[src/rtl/traffic_pkg.sv]
// Shared types for the N-phase traffic sequencer: FSM state enum, mode codes,
// and the saturating duration-edit helper used by the set modes.
// No ports; imported by traffic_phase_seq and phase_timer.
package traffic_pkg;

    typedef enum logic [2:0] {
        STOP   = 3'd0,
        NIGHT  = 3'd1,
        GREEN  = 3'd2,
        YELLOW = 3'd3,
        ALLRED = 3'd4
    } state_t;

    localparam logic [1:0] MODE_RUN   = 2'b00;
    localparam logic [1:0] MODE_NIGHT = 2'b01;
    localparam logic [1:0] MODE_SET_G = 2'b10;
    localparam logic [1:0] MODE_SET_Y = 2'b11;

    // One key step on a duration: +1 up to max_v, -1 down to 1.
    // Both keys together (or neither) leave the value unchanged.
    function automatic logic [31:0] sat_step(input logic [31:0] val,
                                             input logic        inc,
                                             input logic        dec,
                                             input logic [31:0] max_v);
        logic [31:0] r;
        r = val;
        if (inc && !dec)
            r = (val >= max_v) ? max_v : val + 32'd1;
        else if (dec && !inc)
            r = (val <= 32'd1) ? 32'd1 : val - 32'd1;
        return r;
    endfunction

endpackage

[src/rtl/traffic_phase_seq_timer.sv]
// phase_timer: loadable down-counter timing one lamp interval.
// Ports: clk/rst, load+load_val (priority), tick, hold (freeze) -> cnt, expire.
// cnt decrements on tick while >1; expire = tick & cnt==1 so an interval of N lasts N ticks.
module phase_timer
    import traffic_pkg::*;
#(
    parameter int CNT_W = 11
) (
    input  logic             clk,
    input  logic             rst,
    input  logic             load,
    input  logic [CNT_W-1:0] load_val,
    input  logic             tick,
    input  logic             hold,
    output logic [CNT_W-1:0] cnt,
    output logic             expire
);

    always_ff @(posedge clk) begin
        if (rst)
            cnt <= '0;
        else if (load)
            cnt <= load_val;
        else if (tick && !hold && (cnt > CNT_W'(1)))
            cnt <= cnt - CNT_W'(1);
    end

    assign expire = tick && (cnt == CNT_W'(1));

endmodule

[src/rtl/traffic_phase_seq.sv]
// traffic_phase_seq: N-phase sequencer with per-phase green/yellow, night flash,
// in-field duration editing, peak-hour green doubling and priority phase jump.
// Ports: clk, rst, tick, mode, sel_phase, key_inc/dec, peak, req_valid/phase -> req_ready,
//        lamp_r/y/g, cur_phase, cnt_remain, set_val. Optional macro: TRAFFIC_ALLRED_EN.
module traffic_phase_seq
    import traffic_pkg::*;
#(
    parameter int NUM_PHASES = 4,
    parameter int CNT_W      = 11,
    parameter int GREEN_DEF  = 30,
    parameter int YELLOW_DEF = 5,
    parameter int DUR_MAX    = 999,
    parameter int PEAK_PHASE = 0,
    localparam int PW        = $clog2(NUM_PHASES)
) (
    input  logic                  clk,
    input  logic                  rst,
    input  logic                  tick,
    input  logic [1:0]            mode,
    input  logic [PW-1:0]         sel_phase,
    input  logic                  key_inc,
    input  logic                  key_dec,
    input  logic                  peak,
    input  logic                  req_valid,
    input  logic [PW-1:0]         req_phase,
    output logic                  req_ready,
    output logic [NUM_PHASES-1:0] lamp_r,
    output logic [NUM_PHASES-1:0] lamp_y,
    output logic [NUM_PHASES-1:0] lamp_g,
    output logic [PW-1:0]         cur_phase,
    output logic [CNT_W-1:0]      cnt_remain,
    output logic [CNT_W-1:0]      set_val
);

    localparam logic [PW:0] NP = (PW+1)'(NUM_PHASES);

    state_t              state_q, state_d;
    logic [PW-1:0]       phase_q, phase_d, target_q, target_d, nxt_phase;
    logic                pend_q, pend_d, blink_q, blink_d;
    logic [CNT_W-1:0]    green_q  [NUM_PHASES];
    logic [CNT_W-1:0]    yellow_q [NUM_PHASES];
    logic                load, expire, accept, tick_run, sel_ok;
    logic [CNT_W-1:0]    load_val, cnt, eff_green0, eff_green_nxt;
    logic [NUM_PHASES-1:0] onehot;

    // Peak doubling saturates at all-ones rather than wrapping.
    function automatic logic [CNT_W-1:0] eff_green(input logic [CNT_W-1:0] g,
                                                   input logic [PW-1:0]    p,
                                                   input logic             pk);
        logic [CNT_W:0] dbl;
        dbl = {g, 1'b0};
        if (pk && ({1'b0, p} == (PW+1)'(PEAK_PHASE)))
            return dbl[CNT_W] ? '1 : dbl[CNT_W-1:0];
        return g;
    endfunction

    assign sel_ok    = ({1'b0, sel_phase} < NP);
    assign req_ready = (state_q == GREEN) && (mode == MODE_RUN) &&
                       (req_phase != phase_q) && ({1'b0, req_phase} < NP);
    assign accept    = req_valid && req_ready;
    // An accepted jump reloads the counter, so a coincident tick is dropped.
    assign tick_run  = tick && (mode == MODE_RUN) && !accept;

    assign nxt_phase     = pend_q ? target_q :
                           ({1'b0, phase_q} == NP - (PW+1)'(1)) ? '0 : phase_q + PW'(1);
    assign eff_green0    = eff_green(green_q[0], '0, peak);
    assign eff_green_nxt = eff_green(green_q[nxt_phase], nxt_phase, peak);

    phase_timer #(.CNT_W(CNT_W)) u_timer (
        .clk      (clk),
        .rst      (rst),
        .load     (load),
        .load_val (load_val),
        .tick     (tick_run),
        .hold     (mode[1]),
        .cnt      (cnt),
        .expire   (expire)
    );

    always_ff @(posedge clk) begin
        if (rst) begin
            state_q  <= STOP;
            phase_q  <= '0;
            target_q <= '0;
            pend_q   <= 1'b0;
            blink_q  <= 1'b0;
            for (int i = 0; i < NUM_PHASES; i++) begin
                green_q[i]  <= CNT_W'(GREEN_DEF);
                yellow_q[i] <= CNT_W'(YELLOW_DEF);
            end
        end else begin
            state_q  <= state_d;
            phase_q  <= phase_d;
            target_q <= target_d;
            pend_q   <= pend_d;
            blink_q  <= blink_d;
            if (mode == MODE_SET_G && sel_ok)
                green_q[sel_phase] <= CNT_W'(sat_step(32'(green_q[sel_phase]),
                                                      key_inc, key_dec, 32'(DUR_MAX)));
            if (mode == MODE_SET_Y && sel_ok)
                yellow_q[sel_phase] <= CNT_W'(sat_step(32'(yellow_q[sel_phase]),
                                                       key_inc, key_dec, 32'(DUR_MAX)));
        end
    end

    always_comb begin
        state_d  = state_q;
        phase_d  = phase_q;
        target_d = target_q;
        pend_d   = pend_q;
        blink_d  = blink_q;
        load     = 1'b0;
        load_val = '0;
        case (mode)
            MODE_NIGHT: begin
                state_d = NIGHT;
                load    = 1'b1;
                if (state_q == NIGHT && tick)
                    blink_d = ~blink_q;
            end
            MODE_RUN: begin
                case (state_q)
                    STOP, NIGHT: begin
                        state_d  = GREEN;
                        phase_d  = '0;
                        pend_d   = 1'b0;
                        load     = 1'b1;
                        load_val = eff_green0;
                    end
                    GREEN: begin
                        if (accept || expire) begin
                            state_d  = YELLOW;
                            load     = 1'b1;
                            load_val = yellow_q[phase_q];
                        end
                        if (accept) begin
                            pend_d   = 1'b1;
                            target_d = req_phase;
                        end
                    end
                    YELLOW: begin
                        if (expire) begin
`ifdef TRAFFIC_ALLRED_EN
                            state_d  = ALLRED;
                            load     = 1'b1;
                            load_val = CNT_W'(1);
`else
                            state_d  = GREEN;
                            phase_d  = nxt_phase;
                            pend_d   = 1'b0;
                            load     = 1'b1;
                            load_val = eff_green_nxt;
`endif
                        end
                    end
`ifdef TRAFFIC_ALLRED_EN
                    ALLRED: begin
                        if (expire) begin
                            state_d  = GREEN;
                            phase_d  = nxt_phase;
                            pend_d   = 1'b0;
                            load     = 1'b1;
                            load_val = eff_green_nxt;
                        end
                    end
`endif
                    default: ;
                endcase
            end
            default: ;  // set modes: sequence frozen
        endcase
    end

    always_comb begin
        onehot          = '0;
        onehot[phase_q] = 1'b1;
        lamp_r = '1;
        lamp_y = '0;
        lamp_g = '0;
        case (state_q)
            NIGHT: begin
                lamp_r = '0;
                lamp_y = {NUM_PHASES{blink_q}};
            end
            GREEN: begin
                lamp_r = ~onehot;
                lamp_g = onehot;
            end
            YELLOW: begin
                lamp_r = ~onehot;
                lamp_y = onehot;
            end
            default: ;
        endcase
    end

    always_comb begin
        set_val = cnt;
        if (mode == MODE_SET_G)
            set_val = sel_ok ? green_q[sel_phase] : '0;
        else if (mode == MODE_SET_Y)
            set_val = sel_ok ? yellow_q[sel_phase] : '0;
    end

    assign cur_phase  = phase_q;
    assign cnt_remain = cnt;

endmodule

[config.mk]
export PLATFORM = sky130hd
export DESIGN_NAME = traffic_phase_seq
export DESIGN_NICKNAME = d
export VERILOG_FILES = /design/src/rtl/traffic_pkg.sv /design/src/rtl/traffic_phase_seq_timer.sv /design/src/rtl/traffic_phase_seq.sv
export SDC_FILE = /design/constraint.sdc
export NUM_CORES = 1
export LEC_CHECK = 0
export ABC_AREA = 0
export BUFFER_PORTS_ARGS = -buffer_cell sky130_fd_sc_hd__buf_2
export CORE_ASPECT_RATIO = 0.75
export CORE_MARGIN = 2
export CORE_UTILIZATION = 55
export CTS_CLUSTER_SIZE = 20
export DETAILED_ROUTE_END_ITERATION = 8
export GPL_ROUTABILITY_DRIVEN = 0
export PLACE_DENSITY = 0.74
export SYNTH_ARGS = -nofsm -noshare
export SYNTH_HDL_FRONTEND = slang
export SYNTH_SLANG_ARGS = --single-unit
export TNS_END_PERCENT = 50
[constraint.sdc]
create_clock -name clk -period 5.18 [get_ports clk]
set_clock_uncertainty 0.15 [all_clocks]
set_input_delay 0.518 -clock clk [delete_from_list [all_inputs] [get_ports clk]]
set_output_delay 0.518 -clock clk [all_outputs]
set_load 0.02 [all_outputs]
Yosys cells after proc, flatten, opt, wreduce, memory -nomap -nowiden
Memories as Yosys holds them, arrays and structs flattened. A register that Yosys moved wholly into a read port is not among the register bits.
Index checks and enable logic that the tools add are counted.
{"block": "word_totals", "elab_cells": 135, "mem_count": 2, "mem_bits_rw": 88, "regBits": 20, "input_bits": 13}
{"memory": "green_q", "depth": 4, "word_bits": 11, "rd": 3, "rd_ports_with_merged_regs": 0, "write_ports": 4, "line": "traffic_phase_seq.sv:40", "source": "logic [CNT_W-1:0] green_q [NUM_PHASES];"}
{"memory": "yellow_q", "depth": 4, "word_bits": 11, "rd": 2, "rd_ports_with_merged_regs": 1, "write_ports": 4, "line": "traffic_phase_seq.sv:41", "source": "logic [CNT_W-1:0] yellow_q [NUM_PHASES];"}
{"block": "op_classes", "mux": 64, "n_reduce_logical": 34, "eq_ne": 14, "add_sub_neg": 6, "n_bitwise": 2, "order_cmp": 7}
{"operator": "11-bit two-way mux", "count": 27}
{"operator": "11-bit case mux with 3 select lines", "count": 1}
{"operator": "11-bit by 1-bit subtractor with 11-bit output, second input constant", "count": 3}
{"operator": "11-bit by 1-bit adder with 11-bit output, second input constant", "count": 2}
{"operator": "11-bit by 10-bit greater-or-equal comparator with 1-bit output, second input constant", "count": 2}
{"operator": "11-bit by 1-bit less-or-equal comparator with 1-bit output, second input constant", "count": 2}
{"operator": "11-bit OR reduction", "count": 2}
{"operator": "1-bit two-way mux", "count": 17}
{"operator": "4-bit case mux with 2 select lines", "count": 2}
{"operator": "2-bit two-way mux", "count": 7}
{"operator": "1-bit logical AND", "count": 13}
{"operator": "11-bit by 1-bit equality test with 1-bit output, second input constant", "count": 1}
{"operator": "11-bit by 1-bit > comparator with 1-bit output, second input constant", "count": 1}
{"operator": "3-bit case mux with 3 select lines", "count": 1}
{"operator": "4-bit AND reduction", "count": 2}
{"operator": "2-bit equality test, second input constant", "count": 3}
{"operator": "3-bit by 2-bit equality test with 1-bit output, second input constant", "count": 2}
{"operator": "3-bit two-way mux", "count": 2}
{"operator": "1-bit case mux with 3 select lines", "count": 2}
{"operator": "3-bit case mux with 2 select lines", "count": 1}
{"operator": "3-bit AND reduction", "count": 2}
{"operator": "2-bit nonzero test", "count": 3}
{"operator": "1-bit logical NOT", "count": 4}
{"operator": "2-bit logical NOT", "count": 2}
{"operator": "21 further kinds", "count": 23}

Logic depth before layout (Yosys ltp)
Gate-level depths: netlist (run 1).
{"block": "logic_depth", "ltp_word": 12, "ltp_mapped": 13, "mapped_depth_nobuf": 10}

By module
From an unflattened synthesis (run 1), not the netlist that was laid out.
{"block": "hier_totals", "cells_unflattened": 781, "hier_area_um2": 7679.9}
{"module": "traffic_phase_seq", "area_per_inst_um2": 6905.4, "seq_area_each_um2": 2842.7, "cells_per_inst": 690, "instances": 1}
{"module": "phase_timer", "area_per_inst_um2": 774.5, "seq_area_each_um2": 220.2, "cells_per_inst": 91, "instances": 1}

Least setup slack after synthesis (run 1)
Ideal clock, no wire load.
{"block": "synth_path", "kind": "input to register", "start": "in sel_phase[0]", "end": "mem green_q[3][1], data pin", "t_arrival_ns": 3.249, "path_buffers": 3, "setup_slack_ns": 1.515, "stages": 11, "path_cell_list": "buf_6 -> buf_6 -> buf_2 -> mux4_2 -> ha_1 -> a211oi_1 -> a211oi_1 -> nor2_1 -> or4b_2 -> nand3_1 -> nand2_1"}
{"item": "start, declared", "line": "traffic_phase_seq.sv:20", "source": "input logic [PW-1:0] sel_phase,"}
{"item": "end, declared", "line": "traffic_phase_seq.sv:40"}

==> results of run 1 <==
==> worst max-delay path: cells and delay by family <==
kind	cells	cell delay (ps)
AO/OA/AOI/OAI	2	570
multiplexers	1	650
buffers and inverters	2	890
AND/OR/NAND/NOR	3	1170
==> state kept, by name (all words and copies together), names as in the netlist, named ones only <==
name         flops
yellow_q        44
blink_q          1
green_q         44
state_q          2
cur_phase        2
pend_q           1
u_timer.cnt     11
target_q         2
==> cells in the mapped netlist (all sizes together), types with 5 or more instances <==
cell type / instances
a21oi: 42
nand4: 7
edfxtp: 88
or3: 6
nand3: 26
mux2i: 11
ha: 12
o21ai: 25
a31oi: 19
dfxtp: 21
xor2: 9
mux4: 35
o221ai: 7
or2: 6
and3: 26
nor4: 6
and2: 5
a221oi: 7
a211oi: 21
nor2: 134
inv: 29
clkbuf: 38
o22ai: 5
xnor2: 8
buf: 11
nor3: 17
nand2: 117
==> worst min-delay path by stage <==
| stage | end | cells past startpoint |
|---|---|---|
| after floorplan | target_q[0]$_SDFFE_PP0P_ | 2 |
| after global placement | target_q[0]$_SDFFE_PP0P_ | 2 |
| after detailed placement | blink_q$_SDFFE_PP0P_ | 2 |
| after CTS | target_q[0]$_SDFFE_PP0P_ | 3 |
| after global routing | target_q[0]$_SDFFE_PP0P_ | 3 |
| final | target_q[0]$_SDFFE_PP0P_ | 3 |
==> area by class of cell <==
class	instances	area [µm²]	area share, %
Sequential cell	109	3060	37.9
Clock inverter	7	90.1	1.12
Tap cell	171	214	2.65
Inverter	29	109	1.35
Timing Repair Buffer	56	298	3.69
Multi-Input combinational cell	619	4080	50.5
Clock buffer	9	225	2.79
==> where the power goes <==
part           internal, W  switching [W]
Clock             0.000388       0.000357
Sequential        0.000980      0.0000374
Combinational     0.000133       0.000263
==> cells by family after synthesis <==
| family | count (synthesis) | synth area share, % |
|---|---|---|
| adders and majority gates | 12 | 2.01 |
| xor gates and xnor gates | 17 | 2.00 |
| AOI/OAI and AO/OA | 170 | 15.6 |
| and+or+nand+nor | 371 | 22.5 |
| muxes | 49 | 12.5 |
| buffers and inverters | 78 | 4.29 |
| DFF | 109 | 41.0 |
==> layout by cell type (no fill, tap or decap), types with 7 or more instances in the layout <==
cell type  count
nand4_1        7
inv_1         29
ha_1          12
a21oi_1       42
clkbuf_16      9
edfxtp_1      88
a221oi_1       7
o221ai_1       7
o21ai_0       23
nor2_1       134
buf_2         49
mux4_2        35
mux2i_1       11
nand3_1       26
a31oi_1       18
and3_1        26
xor2_1         9
xnor2_1        8
a211oi_1      21
buf_4          7
dfxtp_1       21
nand2_1      117
nor3_1        17
==> stage by stage <==
step | std cells | hold WS, ps | total power, W
global route | 1000 | 313 | 0.00222
global placement | 984 | 340 | 0.00141
finish | 1000 | 279 | 0.00216
detailed placement | 984 | 358 | 0.00142
floorplan | 806 | 313 | 0.00130
CTS | 1000 | 286 | 0.00214
==> per-layer routing <==
metal	up-vias	share of wire, %	track usage, %
met5	-	0	0
met4	0	2.7	10.9
met3	58	15	11.8
met2	515	42	43.7
met1	3306	41	45.3
li1	3042	-	-
==> results_dict.tcl, run 1 <==
set metrics [dict create \
    hp-start "req_phase[0]" \
    synth_edf_count 88 \
    clkSinkCount 109 \
    ir_drop_uv 176 \
    synth.distinct_cells 68 \
    finalCritPeriodShare_pct 74.7 \
    drtAntennaViolNets 0 \
    place_ws_ps 1030 \
    power.density_nw_per_um2 267 \
    postCtsSetupBuffers 0 \
    slew_violations 0 \
    setup_slack_ps 1310 \
    grt_max_degree 34 \
    synth_top_area_share_pct 35.4 \
    relSlewSlack_pct 31.9 \
    worstMarginPinSlew_ps 1020 \
    grt_pass1_vias 6419 \
    ys.flop_type "edfxtp_1" \
    cts_resized 0 \
    grt.overflow.total 0 \
    rr_worst_depth 8 \
    io_buffers 49 \
    drive_above_1_share_pct 15.1 \
    core_um2 13100 \
    die_w_um 139 \
    leakage_nw 3.01 \
    crit_chain "buf_2, buf_4, mux4_2, nor4b_1, o21ai_0, or3_1, a2bb2oi_1, nand2_1" \
    fin_util_pct 61.6 \
    routedWlPerCell_um 22.9 \
    rsz0062_at_grt "false" \
    cts_tree "yes" \
    worstPathArrival_ps 3820 \
    fill_cells 1073 \
    antenna_found_initial 0 \
    via_per_inst 6.92 \
    crit_path_end_kind "flip-flop" \
    cp.required_ps 5130 \
    drv_cap 0 \
    clock.fmax_mhz 259 \
    ys_seq_area_share_pct 41.0 \
    die_height_um 105 \
    cp_max_fo 22 \
    vias 6921 \
    synth_area_leaders "edfxtp_1 35%, mux4_2 11%, nor2_1 6.7%, nand2_1 5.9%, dfxtp_1 5.6%" \
    dpl.hpwl_mm 17.0 \
    ys_ff_latch 109 \
    grt_first_pass_wirelength_mm 35.7 \
    grtUsageTotal_pct 31.5 \
    syn_to_final_growth_pct 8.25 \
    rows 36 \
    synth_area_leader_cell "edfxtp_1" \
    outcome "finished clean" \
    stdcell_area_um2 8080 \
    placed_cell_area_um2 7760 \
    setup_viol 0 \
    r2r-end "u_timer.cnt[4]$_SDFFE_PP0P_" \
    cp_slowest_stage_delay_ps 650 \
    holdCritPathClass "in2reg" \
    clk_pin_slew_worst_paths_ps 80 \
    holdBufCountCts 0 \
    clockBufferDepth 2 \
    r2r_start "state_q[1]$_SDFFE_PP0P_" \
    cts_buffers 9 \
    clock_tree.root_cell "clkbuf_16" \
    crit_path_start_kind "input port" \
    hold_viol_final 0 \
    synth_warnings 0 \
    wl_mm 22.9 \
    regToRegSetupSlack_ps 1690 \
    syn_nets 831 \
    die-area_um2 14500 \
    antenna_cells 0 \
    layout.nets 849 \
    crit_path_end "green_q[3][3]$_DFFE_PP_" \
    crit_type "in2reg" \
    first_pass_iters 6 \
    fin_crit_ps 3870 \
    io_pins 50 \
    initialDrtViolationCount 1024 \
    cts_max_level 3 \
    synth-async-reset-ratio_pct 0 \
    syn_area_um2 7460 \
    cp_slowest_cell "mux4_2" \
    drc 0 \
    worstSkewPairLatency_ps 360 \
    fin_setup_tns_ps 0 \
    start_util_pct 56.9 \
    startpoint "sel_phase[0]" \
    avgSynthCellArea_um2 9.26 \
    synthCells 806 \
]
Power figures use the tool's default switching activity.
==> run 2: changes to the inputs <==
--- a/config.mk
+++ b/config.mk
@@ -13,7 +13,7 @@
 export CTS_CLUSTER_SIZE = 20
 export DETAILED_ROUTE_END_ITERATION = 8
 export GPL_ROUTABILITY_DRIVEN = 0
-export PLACE_DENSITY = 0.74
+export PLACE_DENSITY = 0.76
 export SYNTH_ARGS = -nofsm -noshare
 export SYNTH_HDL_FRONTEND = slang
 export SYNTH_SLANG_ARGS = --single-unit
==> constraint.sdc (replaced) <==
create_clock -name clk -period 3.5 [get_ports clk]
set_clock_uncertainty 0.15 [all_clocks]
set_input_delay 0.35 -clock clk [delete_from_list [all_inputs] [get_ports clk]]
set_output_delay 0.35 -clock clk [all_outputs]
set_load 0.02 [all_outputs]
==> results_dict.tcl, run 2 (synthesis gave the netlist of run 1 again) <==
set metrics [dict create \
    io_pins 50 \
    wl_mm 23.7 \
    cts_buffers 9 \
    drive_above_1_share_pct 19.9 \
    top_regs "green_q: 44 flops, yellow_q: 44 flops, u_timer.cnt: 11 flops" \
    hold_end "target_q[0]$_SDFFE_PP0P_" \
    clk_pin_slew_worst_paths_ps 90 \
    grt_pass1_vias 6508 \
    cts_max_level 3 \
    first_pass_iters 5 \
    postCtsSetupBuffers 0 \
    clockBufferDepth 2 \
    cp_max_fo 11 \
    initialDrtViolationCount 1109 \
    r2r_start "cur_phase[0]$_SDFFE_PP0P_" \
    grt.overflow.total 0 \
    rr_worst_depth 9 \
    relSlewSlack_pct 17.1 \
    finalCritPeriodShare_pct 96.1 \
    worstPathArrival_ps 3450 \
    die_w_um 139 \
    start_util_pct 56.9 \
    drc 0 \
    clkSinkCount 109 \
    drv_cap 0 \
    crit_path_start_kind "flip-flop" \
    worstMarginPinSlew_ps 1230 \
    crit_type "reg2reg" \
    grt_max_degree 29 \
    core_um2 13100 \
    placed_cell_area_um2 8120 \
    holdCritPathClass "in2reg" \
    leakage_nw 3.24 \
    stdcell_area_um2 8460 \
    final_common_cell "nor2_1" \
    worstSkewPairLatency_ps 360 \
    ir_drop_uv 285 \
    clock.fmax_mhz 297 \
    most-common-layout-cells "134 x nor2_1, 117 x nand2_1, 88 x edfxtp_1" \
    rows 36 \
    routedWlPerCell_um 22.6 \
    antenna_found_initial 1 \
    holdBufCountCts 0 \
    cp.required_ps 3590 \
    crit_path_end_kind "flip-flop" \
    clock_tree.root_cell "clkbuf_16" \
    grt_first_pass_wirelength_mm 36.4 \
    via_per_inst 6.88 \
    place_ws_ps -89.8 \
    outcome "finished clean" \
    drtAntennaViolNets 0 \
    antenna_cells 0 \
    cts_tree "yes" \
    setup_viol 0 \
    hp-start "req_phase[0]" \
    hold_viol_final 0 \
    regToRegSetupSlack_ps 130 \
    hold_path_depth 3 \
    rsz0062_at_grt "false" \
    die-area_um2 14500 \
    slew_violations 0 \
    dpl.hpwl_mm 17.8 \
    grtUsageTotal_pct 32.2 \
    vias 7200 \
    layout.nets 896 \
    die_height_um 105 \
    syn_to_final_growth_pct 13.3 \
    io_buffers 49 \
    fin_crit_ps 3370 \
    power.density_nw_per_um2 389 \
    r2r-end "u_timer.cnt[1]$_SDFFE_PP0P_" \
    setup_slack_ps 135 \
]
run 2: cell types whose count changed in the layout (fill, tap and decap cells not counted):
cell / delta
nor4b_2: +1
clkinv_4: -1
clkinv_8: +2
clkinv_1: -1
nor4b_1: -1
buf_4: +47
run 2: what timing repair did:
item                                   in CTS  in global routing
resized for setup                           0                  1
setup endpoints to repair                   0                  3
endpoints found under the hold margin       0                  0
run 2: area by class of cell:
type	count	area (µm²)
Fill cell	1050	4650
Multi-Input combinational cell	619	4090
Sequential cell	109	3060
Timing Repair Buffer	103	651
Clock buffer	9	225
Tap cell	171	214
Clock inverter	7	110
Inverter	29	109
run 2: worst max-delay path by stage:
stage,from,endpoint,cells past startpoint
final,cur_phase[0]$_SDFFE_PP0P_,u_timer.cnt[1]$_SDFFE_PP0P_,9
after global placement,sel_phase[0],green_q[0][3]$_SDFFCE_PN1P_,8
after detailed placement,sel_phase[0],green_q[1][4]$_SDFFCE_PN1P_,8
after floorplan,sel_phase[0],green_q[3][1]$_DFFE_PP_,11
after CTS,cur_phase[0]$_SDFFE_PP0P_,u_timer.cnt[1]$_SDFFE_PP0P_,9
after global routing,cur_phase[0]$_SDFFE_PP0P_,u_timer.cnt[4]$_SDFFE_PP0P_,7
run 2: stage by stage:
step	util (%)	total power, W	hold slack, ps	TNS (ps)	instances
floorplan	-	0.00193	278	0	806
global placement	61.9	0.00214	334	0	1031
detailed placement	61.9	0.00216	349	-1010	1031
CTS	64.5	0.00326	127	0	1047
global route	64.5	0.00338	156	0	1047
finish	64.5	0.00329	124	0	1047
run 2: worst max-delay path: stages (launching register included):
cell and delay, ps:
dfxtp_1 400, ha_1 290, or3_1 500, nand2_1 450, buf_4 280, mux2i_1 300
a2111oi_0 160, or3_1 410, a21oi_1 210, a211oi_1 100
run 2: routing by layer:
metal	wire, µm	vias up	track usage, %
met1	9250	3399	47.0
met2	9780	606	45.4
met3	3940	65	10.7
li1	-	3130	-
met5	0	-	0
met4	710	0	10.1
run 2: power by group:
part           total (W)  internal [W]  switching (W)
Sequential       0.00150       0.00145      0.0000525
Combinational   0.000657      0.000234       0.000423
Clock            0.00113      0.000587       0.000544
Total            0.00329       0.00227        0.00102
